==> src/rtl/l1_trigger_wb_arbiter.sv <==
// -----------------------------------------------------------------------------
// l1_trigger_wb_arbiter
//
// Round-robin Wishbone arbiter that shares the single L1 trigger interconnect
// target port (15-bit address, 32-bit data) between NUM_HOSTS requesters.
// Only one transaction is outstanding at a time. Every downstream signal comes
// straight from a flop, so there is no combinational path from a host to the
// downstream port.
//
// Optional feature: define L1_ARB_TIMEOUT_EN to add a watchdog. If a downstream
// access is not answered within TIMEOUT_CYCLES WAIT cycles, it ends as an error
// to the owning host with read data 32'hDEADBEEF. Without the macro, WAIT holds
// until the target answers.
//
// Ports
//   wb_clk_i, wb_rst_ni       clock; asynchronous active-low reset
//   host_cyc_i/stb_i/we_i     per-host Wishbone request; request = cyc & stb
//   host_adr_i/dat_i/sel_i    per-host fields, host i at [15*i], [32*i], [4*i]
//   host_ack_o/err_o          per-host one-cycle response pulse
//   host_rty_o                always 0
//   host_dat_o                shared read data, valid with ack/err and held
//                             until the next response
//   wb_*_o / wb_*_i           downstream Wishbone target port
//   grant_o                   one-hot owner; 0 while idle
//   busy_o                    1 while a transaction is in progress
//   dbg_state_o               FSM state (0 IDLE, 1 ISSUE, 2 WAIT, 3 RESP)
//
// Handshake: a host raises cyc&stb and holds its fields stable until it sees
// its ack/err pulse. Requests are sampled only in IDLE. A host that drops cyc
// before its response loses that response. The downstream cycle still runs to
// completion, because a Wishbone access cannot be aborted.
// -----------------------------------------------------------------------------
module l1_trigger_wb_arbiter #(
   parameter int NUM_HOSTS      = 2,
   parameter int TIMEOUT_CYCLES = 1024
) (
   input  logic                      wb_clk_i,
   input  logic                      wb_rst_ni,
   input  logic [NUM_HOSTS-1:0]      host_cyc_i,
   input  logic [NUM_HOSTS-1:0]      host_stb_i,
   input  logic [NUM_HOSTS-1:0]      host_we_i,
   input  logic [NUM_HOSTS*15-1:0]   host_adr_i,
   input  logic [NUM_HOSTS*32-1:0]   host_dat_i,
   input  logic [NUM_HOSTS*4-1:0]    host_sel_i,
   output logic [NUM_HOSTS-1:0]      host_ack_o,
   output logic [NUM_HOSTS-1:0]      host_err_o,
   output logic [NUM_HOSTS-1:0]      host_rty_o,
   output logic [31:0]               host_dat_o,
   output logic                      wb_cyc_o,
   output logic                      wb_stb_o,
   output logic                      wb_we_o,
   output logic [14:0]               wb_adr_o,
   output logic [31:0]               wb_dat_o,
   output logic [3:0]                wb_sel_o,
   input  logic                      wb_ack_i,
   input  logic                      wb_err_i,
   input  logic [31:0]               wb_dat_i,
   output logic [NUM_HOSTS-1:0]      grant_o,
   output logic                      busy_o,
   output logic [1:0]                dbg_state_o
);

   localparam int PW = (NUM_HOSTS > 1) ? $clog2(NUM_HOSTS) : 1;

   typedef enum logic [1:0] {
      S_IDLE  = 2'd0,
      S_ISSUE = 2'd1,
      S_WAIT  = 2'd2,
      S_RESP  = 2'd3
   } state_t;

   state_t                 state_q, state_d;
   logic [NUM_HOSTS-1:0]   req;
   logic [PW-1:0]          rr_q, owner_q, pick_idx;
   logic                   pick_valid;
   logic                   pick_we;
   logic [14:0]            pick_adr;
   logic [31:0]            pick_dat;
   logic [3:0]             pick_sel;
   logic                   abort_q, owner_lost, bus_done, timeout_hit;

   logic                   wb_cyc_q, wb_we_q;
   logic [14:0]            wb_adr_q;
   logic [31:0]            wb_dat_q, rdat_q;
   logic [3:0]             wb_sel_q;
   logic [NUM_HOSTS-1:0]   grant_q, ack_q, err_q;

   assign req = host_cyc_i & host_stb_i;

   // Scan from the highest offset down, so the requester nearest the
   // round-robin pointer is the one assigned last and wins.
   always_comb begin : pick_owner
      pick_valid = 1'b0;
      pick_idx   = '0;
      for (int k = NUM_HOSTS - 1; k >= 0; k--) begin
         if (req[(int'(rr_q) + k) % NUM_HOSTS]) begin
            pick_valid = 1'b1;
            pick_idx   = PW'((int'(rr_q) + k) % NUM_HOSTS);
         end
      end
   end

   always_comb begin : pick_fields
      pick_we  = 1'b0;
      pick_adr = '0;
      pick_dat = '0;
      pick_sel = '0;
      for (int i = 0; i < NUM_HOSTS; i++) begin
         if (pick_idx == PW'(i)) begin
            pick_we  = host_we_i[i];
            pick_adr = host_adr_i[15*i +: 15];
            pick_dat = host_dat_i[32*i +: 32];
            pick_sel = host_sel_i[4*i +: 4];
         end
      end
   end

   // A response is delivered only if the owner kept cyc high for the whole
   // access, including the cycle in which the access completes.
   assign owner_lost = abort_q | ~host_cyc_i[owner_q];
   assign bus_done   = wb_ack_i | wb_err_i;

`ifdef L1_ARB_TIMEOUT_EN
   localparam int CW = $clog2(TIMEOUT_CYCLES + 1);
   logic [CW-1:0] tmo_cnt_q;

   // The count is 0 in the first WAIT cycle. When it reaches
   // TIMEOUT_CYCLES-1, that is the last WAIT cycle allowed.
   assign timeout_hit = (state_q == S_WAIT) && !bus_done &&
                        (tmo_cnt_q == CW'(TIMEOUT_CYCLES - 1));

   always_ff @(posedge wb_clk_i or negedge wb_rst_ni) begin
      if (!wb_rst_ni) begin
         tmo_cnt_q <= '0;
      end else if (state_q == S_ISSUE) begin
         tmo_cnt_q <= '0;
      end else if (state_q == S_WAIT) begin
         tmo_cnt_q <= tmo_cnt_q + 1'b1;
      end
   end
`else
   // No watchdog in this build. This expression is constant false. It refers
   // to TIMEOUT_CYCLES so that both builds share one parameter list.
   assign timeout_hit = (TIMEOUT_CYCLES < 0);
`endif

   always_comb begin : fsm_next
      state_d = state_q;
      case (state_q)
         S_IDLE:  if (pick_valid) state_d = S_ISSUE;
         S_ISSUE: state_d = S_WAIT;
         S_WAIT:  if (bus_done || timeout_hit) state_d = S_RESP;
         S_RESP:  state_d = S_IDLE;
         default: state_d = S_IDLE;
      endcase
   end

   always_ff @(posedge wb_clk_i or negedge wb_rst_ni) begin
      if (!wb_rst_ni) begin
         state_q  <= S_IDLE;
         rr_q     <= '0;
         owner_q  <= '0;
         abort_q  <= 1'b0;
         wb_cyc_q <= 1'b0;
         wb_we_q  <= 1'b0;
         wb_adr_q <= '0;
         wb_dat_q <= '0;
         wb_sel_q <= '0;
         grant_q  <= '0;
         ack_q    <= '0;
         err_q    <= '0;
         rdat_q   <= '0;
      end else begin
         state_q <= state_d;
         ack_q   <= '0;
         err_q   <= '0;
         case (state_q)
            S_IDLE: begin
               if (pick_valid) begin
                  owner_q  <= pick_idx;
                  wb_cyc_q <= 1'b1;
                  wb_we_q  <= pick_we;
                  wb_adr_q <= pick_adr;
                  wb_dat_q <= pick_dat;
                  wb_sel_q <= pick_sel;
                  grant_q  <= NUM_HOSTS'(1) << pick_idx;
                  abort_q  <= 1'b0;
               end
            end
            S_ISSUE: begin
               if (owner_lost) abort_q <= 1'b1;
            end
            S_WAIT: begin
               if (owner_lost) abort_q <= 1'b1;
               if (bus_done) begin
                  // If ack and err arrive together, err wins.
                  wb_cyc_q <= 1'b0;
                  if (!owner_lost) begin
                     ack_q[owner_q] <= wb_ack_i & ~wb_err_i;
                     err_q[owner_q] <= wb_err_i;
                     rdat_q         <= wb_we_q ? 32'h0 : wb_dat_i;
                  end
               end else if (timeout_hit) begin
                  wb_cyc_q <= 1'b0;
                  if (!owner_lost) begin
                     err_q[owner_q] <= 1'b1;
                     rdat_q         <= 32'hDEAD_BEEF;
                  end
               end
            end
            S_RESP: begin
               grant_q <= '0;
               rr_q    <= (owner_q == PW'(NUM_HOSTS - 1)) ? '0 : owner_q + 1'b1;
            end
            default: ;
         endcase
      end
   end

   assign wb_cyc_o    = wb_cyc_q;
   assign wb_stb_o    = wb_cyc_q;
   assign wb_we_o     = wb_we_q;
   assign wb_adr_o    = wb_adr_q;
   assign wb_dat_o    = wb_dat_q;
   assign wb_sel_o    = wb_sel_q;
   assign host_ack_o  = ack_q;
   assign host_err_o  = err_q;
   assign host_rty_o  = '0;
   assign host_dat_o  = rdat_q;
   assign grant_o     = grant_q;
   assign busy_o      = (state_q != S_IDLE);
   assign dbg_state_o = state_q;

endmodule

==> config.mk <==
export PLATFORM = sky130hd
export DESIGN_NAME = l1_trigger_wb_arbiter
export DESIGN_NICKNAME = d
export VERILOG_FILES = /design/src/rtl/l1_trigger_wb_arbiter.sv
export SDC_FILE = /design/constraint.sdc
export NUM_CORES = 1
export LEC_CHECK = 0
export CAP_MARGIN = 30
export CORE_ASPECT_RATIO = 1.1
export CORE_UTILIZATION = 45
export DETAILED_ROUTE_END_ITERATION = 8
export DONT_BUFFER_PORTS = 1
export PLACE_DENSITY = 0.64
export SYNTH_ARGS = -nofsm -noshare
export SYNTH_HDL_FRONTEND = slang
export SYNTH_SLANG_ARGS = --single-unit
==> constraint.sdc <==
create_clock -name wb_clk_i -period 3.1 [get_ports wb_clk_i]
set_input_delay 0.93 -clock wb_clk_i [delete_from_list [all_inputs] [get_ports wb_clk_i]]
set_output_delay 0.93 -clock wb_clk_i [all_outputs]
set_load 0.03 [all_outputs]
==> results.md <==
- Counting cells, the worst reg-to-reg path comes to 6.
- The number of warnings reported in the yosys synthesis log is 0.
- The average via count per standard cell is 6.38.
- The final number of max-transition violations is 0.
- The internal portion of the total power is 0.00278 W.
- Compared with the post-synthesis result, the final layout area differs by 5.42%.
- Summed over all layers, the routed wires come to 12200 µm.
- The synthesized design contains 96 register bits.
- Sequential cells were found to cover 51.1% of the synthesized design area.
- The CTS tree is yes.
- Clock latency on the worst-skew pair, taken at its later pin, is 0.36 ns.
- 241 I/O pins were placed.
- The time the worst path needs with I/O delays and setup is 2.59 ns.
- Across the routed clock network, the largest skew measured is 0.0127 ns.
- The summed negative setup slack over all endpoints is 0 ns.
- Derived from the worst setup path, the maximum achievable clock frequency is 385 MHz.
- The proportion of synthesized flip-flops having asynchronous set or reset is 100%.
- The flow ran to the end, and the final reports show no timing, DRC or antenna violations.
- The switching power as a share of total power is 49.1%.
- The class of the tightest hold or removal check is primary input to async pin.
- The distinct cell type count of the synthesized netlist is 35.
- The worst ir drop on vdd is 665 µV.
- After layout, the worst path uses 83.7% of the clock period.
- The reported net switching power is 0.00268 W.
- The sequential share of power is 60.6%.
- The floorplan has 38 rows.
- The count of vias placed by the detailed router is 3698.
- The clock tree root buffer cell is sky130_fd_sc_hd__clkbuf_8.
- The number of I/O port buffers is 0.
- The mean routed wirelength per cell is 21.0 µm.
- The starting utilization of the core area is 46.9%.
- The die area is 0.0109 mm².
- The weighted congestion at the end of routability-driven global placement is 0.798.
- The count of buffer and inverter cells on the critical path is 2.
- The worst slack at placement is 0.743 ns.
- The cell family with the largest share of critical-path delay is flip-flops.
- Traced cell by cell, the critical path runs through inv_1 > ha_2 > inv_1.
- The gate count after technology mapping is 469.
- The slowest library cell on the worst path is sky130_fd_sc_hd__dfrtp_1.
- The number of endpoints with negative hold slack in the final report was 0.
- In this run the power density over the cells is 1100 mW/mm².
- In this run the static leakage power is 1.96 nW.
- Per report_power, the combinational group accounts for 23.4% of the total.
- In the post-synthesis netlist, the cell with the most instances is sky130_fd_sc_hd__dfrtp_1.
- The first-pass iteration count of the detailed router is 4.
- For the pin with the worst max-slew slack, the measured transition is 0.913 ns.
- The maximum root-to-sink buffer count is 2.
- The worst hold slack after final layout is 0.262 ns.
- Across all setup checks in the final design, the least slack found is 0.505 ns.
- The CTS H-tree depth is 3.
- The category of the critical setup timing path is flop to output port.
- The clock-pin slew of the registers on the worst-case setup and hold paths is 0.10 ns.
- The top cell type by area accounts for 51.1% of the synthesized area.
- The tool flagged a number of max-cap violations equal to 0.
- In this run the horizontal extent of the chip is 99.5 µm.
- Setup violations remaining at the end of the flow were counted as 0.
- The initial antenna violation count is 0.
- Sorting the synthesized cells by area gives the leading types as sky130_fd_sc_hd__dfrtp_1 (51%), sky130_fd_sc_hd__mux2_2 (7.4%), sky130_fd_sc_hd__a31oi_1 (7.0%).
- After the first detailed-routing iteration, the DRC count stood at 201.
- The number of nets at the end of the flow is 583.
- The detail route stage leaves a number of antenna-violating nets equal to 0.
- The share of total power dissipated in the clock network is 15.9%.
- The chip height is 109 µm.
- The capturing element type of the critical path is an output port.
- For this run, the leading register cell type out of synthesis is sky130_fd_sc_hd__dfrtp_1.
- Of the cells placed in the final design, the portion with a size suffix greater than 1 is 13.9%.
- The biggest area contributor in the post-synthesis netlist is sky130_fd_sc_hd__dfrtp_1.
- In this run the worst path has a maximum fanout of 6.
- The cell area after synthesis is 0.00471 mm².
- In this design, the stage delay of the slowest critical-path cell is 0.56 ns.
- For this design, the CTS-stage hold fixing added 0 buffers.
- The total area inside the core boundary comes to 0.0100 mm².
- The kind of start point of the critical path is a flop.
- By count the netlist is led by sky130_fd_sc_hd__dfrtp_1 (96), sky130_fd_sc_hd__a21oi_1 (55), sky130_fd_sc_hd__a31oi_1 (53), sky130_fd_sc_hd__nand4_1 (52), sky130_fd_sc_hd__o21ai_0 (52).
- Each instance of the synthesized netlist takes up on average 10.0 µm².
- The number of clock buffers added by TritonCTS is 9.
- The number of synthesized flops with an enable pin is 0.
- The number of remaining DRC errors is 0.
- Global routing used 21.5% of the available tracks across all layers.
- The number of gates resized after CTS was 0.
- The number of global-route vias before repair came to 3498.
- Measured against its own limit, the worst slew margin works out to 39.2%.
- The buffers inserted during post-CTS setup optimization is 0.
- The cell repeated most along the worst path is sky130_fd_sc_hd__inv_1.
- The largest net degree at the start of global routing is 97.
- The final global-route overflow total is 0.
- At the worst endpoint, the required time is 2.17 ns.
- The number of diodes added for antenna fixing is 0.
- The count of cell instances traversed by the critical path is 3.
- The first global-routing pass estimated 18200 µm of wire.
- Detailed placement ended at an HPWL of 8080 µm.
- Counting every sink on the clock net gives 96.
- STA puts the critical path data arrival time at 1.66 ns.
- Setup repair after global routing left no endpoint under its margin.
==> sequential cells by signal, summed over array words and instances (netlist names) <==
| signal | count |
|---|---|
| abort_q | 1 |
| rr_q | 1 |
| wb_we_o | 1 |
| wb_dat_o | 32 |
| host_ack_o | 2 |
| wb_adr_o | 15 |
| host_err_o | 2 |
| host_dat_o | 32 |
| grant_o | 2 |
| wb_sel_o | 4 |
| dbg_state_o | 2 |
| owner_q | 1 |
| wb_cyc_o | 1 |
==> layout make-up <==
cell class,instances,area (µm²)
clock inverter,4,51.3
sequential,96,2400
tap,140,175
fill,959,5070
inverter,3,11.3
clock buffer,12,165
multi-input combinational,316,2060
timing repair buffer,9,92.6
==> worst register-to-register path, delay by kind of cell (launching register included) <==
family / cells / cell delay [ns]
compound gates: 1 / 0.11
fa+ha+maj: 1 / 0.19
buf+inv: 3 / 0.68
flops: 1 / 0.52
simple gates: 1 / 0.51
==> per-stage QoR <==
stage	cell area, µm²	std cells	total power (W)	util, %
final	4960	580	0.00547	49.5
after detailed placement	4740	564	0.00464	47.3
after floorplan	4710	470	0.00427	-
after CTS	4960	580	0.00551	49.5
after global placement	4720	563	0.00455	47.1
after global routing	4960	580	0.00577	49.5
==> cells by family (layout without fill, tap and decap cells) <==
| kind of cell | count (synthesis) | after routing | share of synthesized area (%) |
|---|---|---|---|
| muxes | 34 | 34 | 8.11 |
| AOI/OAI and AO/OA | 168 | 168 | 19.8 |
| DFF | 96 | 96 | 51.1 |
| buffers and inverters | 58 | 28 | 5.42 |
| and+or+nand+nor | 108 | 108 | 14.5 |
| adders and majority gates | 4 | 4 | 1.06 |
| other | 1 | 2 | 0.0797 |
==> cells in the final DEF, fill, tap and decap left out, types with 2 or more instances in the layout <==
master	count
sky130_fd_sc_hd__dfrtp_1	96
sky130_fd_sc_hd__a21oi_1	55
sky130_fd_sc_hd__a31oi_1	53
sky130_fd_sc_hd__o21ai_0	52
sky130_fd_sc_hd__nand4_1	52
sky130_fd_sc_hd__nor2b_1	32
sky130_fd_sc_hd__mux2_2	31
sky130_fd_sc_hd__clkbuf_8	12
sky130_fd_sc_hd__buf_4	7
sky130_fd_sc_hd__nand2_1	6
sky130_fd_sc_hd__nor2_1	4
sky130_fd_sc_hd__inv_1	3
sky130_fd_sc_hd__nand3_1	3
sky130_fd_sc_hd__ha_1	3
sky130_fd_sc_hd__and3b_1	2
sky130_fd_sc_hd__a22o_1	2
sky130_fd_sc_hd__mux2_1	2
sky130_fd_sc_hd__conb_1	2
sky130_fd_sc_hd__buf_12	2
==> per-layer routing <==
| metal | part of all wire (%) | up-vias | GRT usage [%] |
|---|---|---|---|
| met5 | 0 | - | 0 |
| met4 | 2.3 | 0 | 9.14 |
| met3 | 8.7 | 26 | 7.18 |
| met2 | 50 | 189 | 36.8 |
| met1 | 39 | 1798 | 24.6 |
| li1 | - | 1685 | - |
==> worst paths after layout <==
| kind | start | endpoint | slack, ns |
|---|---|---|---|
| setup / recovery | dbg_state_o[0] | busy_o | 0.51 |
| hold / removal | wb_rst_ni | wb_dat_o[15] | 0.26 |
| setup reg to reg | dbg_state_o[0] | wb_adr_o[9] | 0.97 |
| hold reg to reg | rr_q | rr_q | 0.54 |
| max in group asynchronous | wb_rst_ni | dbg_state_o[1] | 2.67 |
| min in group wb_clk_i | rr_q | rr_q | 0.54 |
==> power by group through the flow <==
| stage | clock (W) | combinational, W | sequential [W] |
|---|---|---|---|
| 2_1_floorplan | 0 | 0.00109 | 0.00318 |
| 3_3_place_gp | 0 | 0.00122 | 0.00333 |
| 3_5_place_dp | 0 | 0.00130 | 0.00334 |
| 4_1_cts | 0.000896 | 0.00129 | 0.00332 |
| 5_1_grt | 0.000940 | 0.00144 | 0.00338 |
| 6_report | 0.000871 | 0.00128 | 0.00331 |
Power figures use the tool's default switching activity.
